$ cat src/rtl/id_ex_reg.sv
// id_ex_reg: ID/EX pipeline register with flush/stall priority, a saturating
// bubble counter and combinational load-use hazard detection.
module id_ex_reg #(
   parameter int CNT_W = 16
) (
   input  logic             clk_i,
   input  logic             rst_i,
   input  logic             stall_i,
   input  logic             flush_i,
   input  logic             valid_i,
   input  logic             RegWrite_i,
   input  logic             MemtoReg_i,
   input  logic             MemRead_i,
   input  logic             MemWrite_i,
   input  logic             ALUSrc_i,
   input  logic             Branch_i,
   input  logic [1:0]       ALUOp_i,
   input  logic [31:0]      RS1data_i,
   input  logic [31:0]      RS2data_i,
   input  logic [31:0]      Imm_i,
   input  logic [31:0]      pc_i,
   input  logic [9:0]       funct_i,
   input  logic [4:0]       RS1addr_i,
   input  logic [4:0]       RS2addr_i,
   input  logic [4:0]       RDaddr_i,
   output logic             valid_o,
   output logic             RegWrite_o,
   output logic             MemtoReg_o,
   output logic             MemRead_o,
   output logic             MemWrite_o,
   output logic             ALUSrc_o,
   output logic             Branch_o,
   output logic [1:0]       ALUOp_o,
   output logic [31:0]      RS1data_o,
   output logic [31:0]      RS2data_o,
   output logic [31:0]      Imm_o,
   output logic [31:0]      pc_o,
   output logic [9:0]       funct_o,
   output logic [4:0]       RS1addr_o,
   output logic [4:0]       RS2addr_o,
   output logic [4:0]       RDaddr_o,
   output logic             load_use_o,
   output logic [CNT_W-1:0] bubble_cnt_o
);
   localparam int W = 162;
   logic [W-1:0] q, d;
   logic         bubble;
   // An invalid instruction still carries its data; only its control is squashed.
   assign d = flush_i ? '0 :
      {valid_i,
       {6{valid_i}} & {RegWrite_i, MemtoReg_i, MemRead_i, MemWrite_i, ALUSrc_i, Branch_i},
       valid_i ? ALUOp_i : 2'b00,
       RS1data_i, RS2data_i, Imm_i, pc_i, funct_i, RS1addr_i, RS2addr_i, RDaddr_i};
   assign bubble = flush_i | (~stall_i & ~valid_i);
   always_ff @(posedge clk_i or negedge rst_i) begin
      if (!rst_i) q <= '0;
      else if (flush_i || !stall_i) q <= d;
   end
   always_ff @(posedge clk_i or negedge rst_i) begin
      if (!rst_i) bubble_cnt_o <= '0;
      else if (bubble && bubble_cnt_o != '1) bubble_cnt_o <= bubble_cnt_o + CNT_W'(1);
   end
   assign {valid_o, RegWrite_o, MemtoReg_o, MemRead_o, MemWrite_o, ALUSrc_o, Branch_o,
           ALUOp_o, RS1data_o, RS2data_o, Imm_o, pc_o, funct_o,
           RS1addr_o, RS2addr_o, RDaddr_o} = q;
   assign load_use_o = valid_o & MemRead_o & (|RDaddr_o) &
                       ((RDaddr_o == RS1addr_i) | (RDaddr_o == RS2addr_i));
endmodule

$ cat config.mk
export PLATFORM = sky130hd
export DESIGN_NAME = id_ex_reg
export DESIGN_NICKNAME = d
export VERILOG_FILES = /design/src/rtl/id_ex_reg.sv
export SDC_FILE = /design/constraint.sdc
export NUM_CORES = 1
export LEC_CHECK = 0
export ABC_AREA = 1
export BUFFER_PORTS_ARGS = -buffer_cell sky130_fd_sc_hd__buf_2
export CAP_MARGIN = 20
export CORE_MARGIN = 2
export CORE_UTILIZATION = 35
export DETAILED_ROUTE_END_ITERATION = 8
export PLACE_DENSITY_LB_ADDON = 0.2
export SETUP_SLACK_MARGIN = 0.15
export SYNTH_ARGS = -nofsm -noshare
export SYNTH_HDL_FRONTEND = slang
export SYNTH_SLANG_ARGS = --single-unit
$ cat constraint.sdc
create_clock -name clk_i -period 4 [get_ports clk_i]
set_input_delay 1.2 -clock clk_i [delete_from_list [all_inputs] [get_ports clk_i]]
set_output_delay 1.2 -clock clk_i [all_outputs]
set_load 0.005 [all_outputs]
==> impl_metrics.toml <==
[run_status]
status = "completed"

[worst_setup_path]
rrSetupSlack_ns = 2.14
path_depth = 6
arrival_ns = 1.94
worst_path_most_repeated_cell = "buf_2"
cp-end-kind = "output port"
reg2reg_to = "bubble_cnt_o[3]"
crit_required_ns = 2.80
critPathLaunchType = "input pin"
reg2reg_depth = 8
r2r_start = "bubble_cnt_o[0]"
cp_top_family = "buffers and inverters"
path_buf_inv = 2
critPathMaxStageDelay_ns = 0.15
crit_path_top_delay_cell = "xor2_1"
path_cells = "buf_2, xor2_1, nor2_1, nand3_1, a21oi_1, buf_2"
crit_start = "RS2addr_i[1]"
path_class = "input pin to output port"
crit_path_end = "load_use_o"
path_max_fanout = 2

[sta]
skew_ns = 0.0103
fin_crit_ns = 3.14
report.final.slew_viol_count = 0
rsz0062_at_grt = "false"
setup_tns_ns = 0
min_period_over_period_pct = 78.4
worstMarginPinSlew_ns = 0.830
fmax_mhz = 319
finalHoldViolCount = 0
relSlewSlack_pct = 44.6
setup_viol = 0

[routing]
wl_um = 24100
vias = 7150
drtAntennaViolNets = 0
viasPerCell = 4.81
wl_per_cell_um = 16.2
drt_pass1_iterations = 4
drtIter0Drc = 512
drc = 0

[placed_design]
dp.cells = 1450
hpwl_um = 16600
routabilityCongestion = 0.799
io_buffers = 344

[grt]
met3_usage_pct = 5.62
grt_pass1_vias = 6879
grt_util_met2_pct = 32.9
antenna_found_initial = 5
track_usage_pct = 20.8
overflow = 0
grt.busiest_layer = "met2"
met1_usage_pct = 28.0
grt_pass1_wl_um = 38600
grt_max_degree = 86

[logic_synthesis]
synth_edf_count = 0
async_flop_share_pct = 100
yosysSeqAreaShare_pct = 58.2
synthCells = 878
synth-seq-cells = 178
synthesis.nets = 1045
synthFlopType = "dfrtp_1"
yosysUniqueCellTypes = 26
synth_area_um2 = 7650
synth_top_area_cell = "dfrtp_1"
synth_top_area_share_pct = 58.2
syn_avg_cell_area_um2 = 8.72
synthTopCellsByArea = "dfrtp_1 (58%), nand3_1 (10%), nor2_1 (8.8%)"
yosys_warnings = 0

[die]
initial_core_util_pct = 35.4
die_y_um = 152
dieWidth_um = 152
dieArea_um2 = 23100
ios = 345
core_um2 = 21600
num_rows = 54

[power]
combPwrFrac_pct = 13.9
p_sw_mw = 1.24
p_sw_share_pct = 29.0
power.share.clock_pct = 38.8
powerDensity_nw_per_um2 = 420
pwr-share-seq_pct = 47.3
p_leak_nw = 5.63
ir_worst_vdd_v = 0.000264
p_int_mw = 3.04
finalPower_mw = 4.28

[clock_network]
cts_tree = "yes"
cts_made_buffers = 17
post_cts_resized = 0
cts_buffer_depth = 2
hold_buffers = 0
cts_sinks = 178
cts_max_level = 4
clk_pin_slew_ns = 0.07
root_buffer = "clkbuf_16"
clk_latency_ns = 0.42
postCtsSetupRepairBufs = 0

[finish]
fin_cells = 1485
area_growth_pct = 33.0
drive_gt1_share_pct = 33.8
nNetsFinal = 1356

[min_path]
min_path_type = "register to register"

[flow_run]
maxCapViolCount = 0
==> synth_stat cells, types with 2 or more instances <==
master and instances:
buf_1 11, buf_2 19, buf_6 2, clkbuf_1 29, dfrtp_1 178, inv_1 24
inv_2 2, nand2_1 134, nand2_2 4, nand3_1 157, nand3b_1 2, nand4_1 5
nor2_1 179, nor2_2 2, nor2_4 4, nor3_1 2, o21ai_0 98, o21ai_2 6
o31ai_1 2, xnor2_1 5, xor2_1 8
==> flip-flops by register name, indices dropped and copies added (netlist names) <==
| signal | cells |
|---|---|
| bubble_cnt_o | 16 |
| q | 162 |
==> power groups by stage <==
stage	logic, mW	registers [mW]	clock network [mW]
after global placement	0.598	2.06	0
after CTS	0.608	2.02	1.70
after detailed placement	0.606	2.06	0
final	0.595	2.03	1.66
after floorplan	0.270	2.06	0
after global routing	0.676	2.04	1.78
==> cell type report <==
cell class | count | area (um2)
antenna | 3 | 7.51
tap | 280 | 350
multi-input combinational | 612 | 2830
clock inverter | 13 | 136
clock buffer | 19 | 453
fill | 2196 | 11400
inverter | 27 | 111
sequential | 178 | 4450
timing repair buffer | 353 | 1840
==> cells by family (layout without fill, tap and decap cells) <==
group | after synthesis | after routing | share of synthesized area [%]
AO/OA/AOI/OAI | 107 | 107 | 7.36
XOR/XNOR | 13 | 13 | 1.49
adder cells (fa/ha/maj) | 1 | 1 | 0.163
buffers and inverters | 88 | 412 | 4.86
flip-flops | 178 | 178 | 58.2
other | 0 | 3 | 0
AND/OR/NAND/NOR | 491 | 491 | 27.9
==> worst min path at each step <==
stage | cells past startpoint | slack (ns) | end | start
6_report | 2 | 0.51 | q[33] | q[33]
5_1_grt | 2 | 0.52 | q[149] | q[149]
4_1_cts | 2 | 0.51 | q[110] | q[110]
3_5_place_dp | 2 | 0.49 | q[22] | q[22]
3_3_place_gp | 2 | 0.48 | q[122] | q[122]
2_1_floorplan | 2 | 0.50 | q[10] | q[10]
==> per-layer routing <==
| metal | share of wire, % | vias to the layer above |
|---|---|---|
| met5 | 0.054 | - |
| met4 | 2.1 | 2 |
| met3 | 6.3 | 28 |
| met2 | 47 | 244 |
| met1 | 45 | 3378 |
| li1 | - | 3498 |
==> through the flow <==
step / hold slack, ns / setup WS, ns / cell area, um2 / util, %
floorplan: 0.501 / 1.14 / 7650 / -
global placement: 0.485 / 0.865 / 9580 / 44.3
detailed placement: 0.490 / 0.861 / 9580 / 44.3
CTS: 0.510 / 0.860 / 10200 / 47.0
global route: 0.523 / 0.782 / 10200 / 47.1
finish: 0.505 / 0.864 / 10200 / 47.1
==> worst reg2reg max path, cell delays in order (launching register included) <==
cell     delay (ns)
dfrtp_1        0.44
ha_1           0.31
nand3_4        0.15
inv_4          0.06
nand2_2        0.07
nor2_4         0.04
nor2_2         0.49
nand2_1        0.15
o21ai_2        0.08
==> layout by cell type (no fill, tap or decap), types with 2 or more instances in the layout <==
cell	count
nand3b_1	2
clkinv_8	2
buf_4	7
clkbuf_8	2
nand2_2	4
nor3_1	2
o21ai_0	98
nor2_2	2
xor2_1	8
dfrtp_1	178
inv_4	2
o31ai_1	2
inv_1	24
nor2_4	4
nand4_1	5
nor2_1	179
inv_8	3
o21ai_2	6
diode_2	3
nand3_1	157
buf_12	3
nand2_1	134
clkinv_4	5
buf_2	342
clkbuf_16	17
inv_6	4
xnor2_1	5
Power figures use the tool's default switching activity.
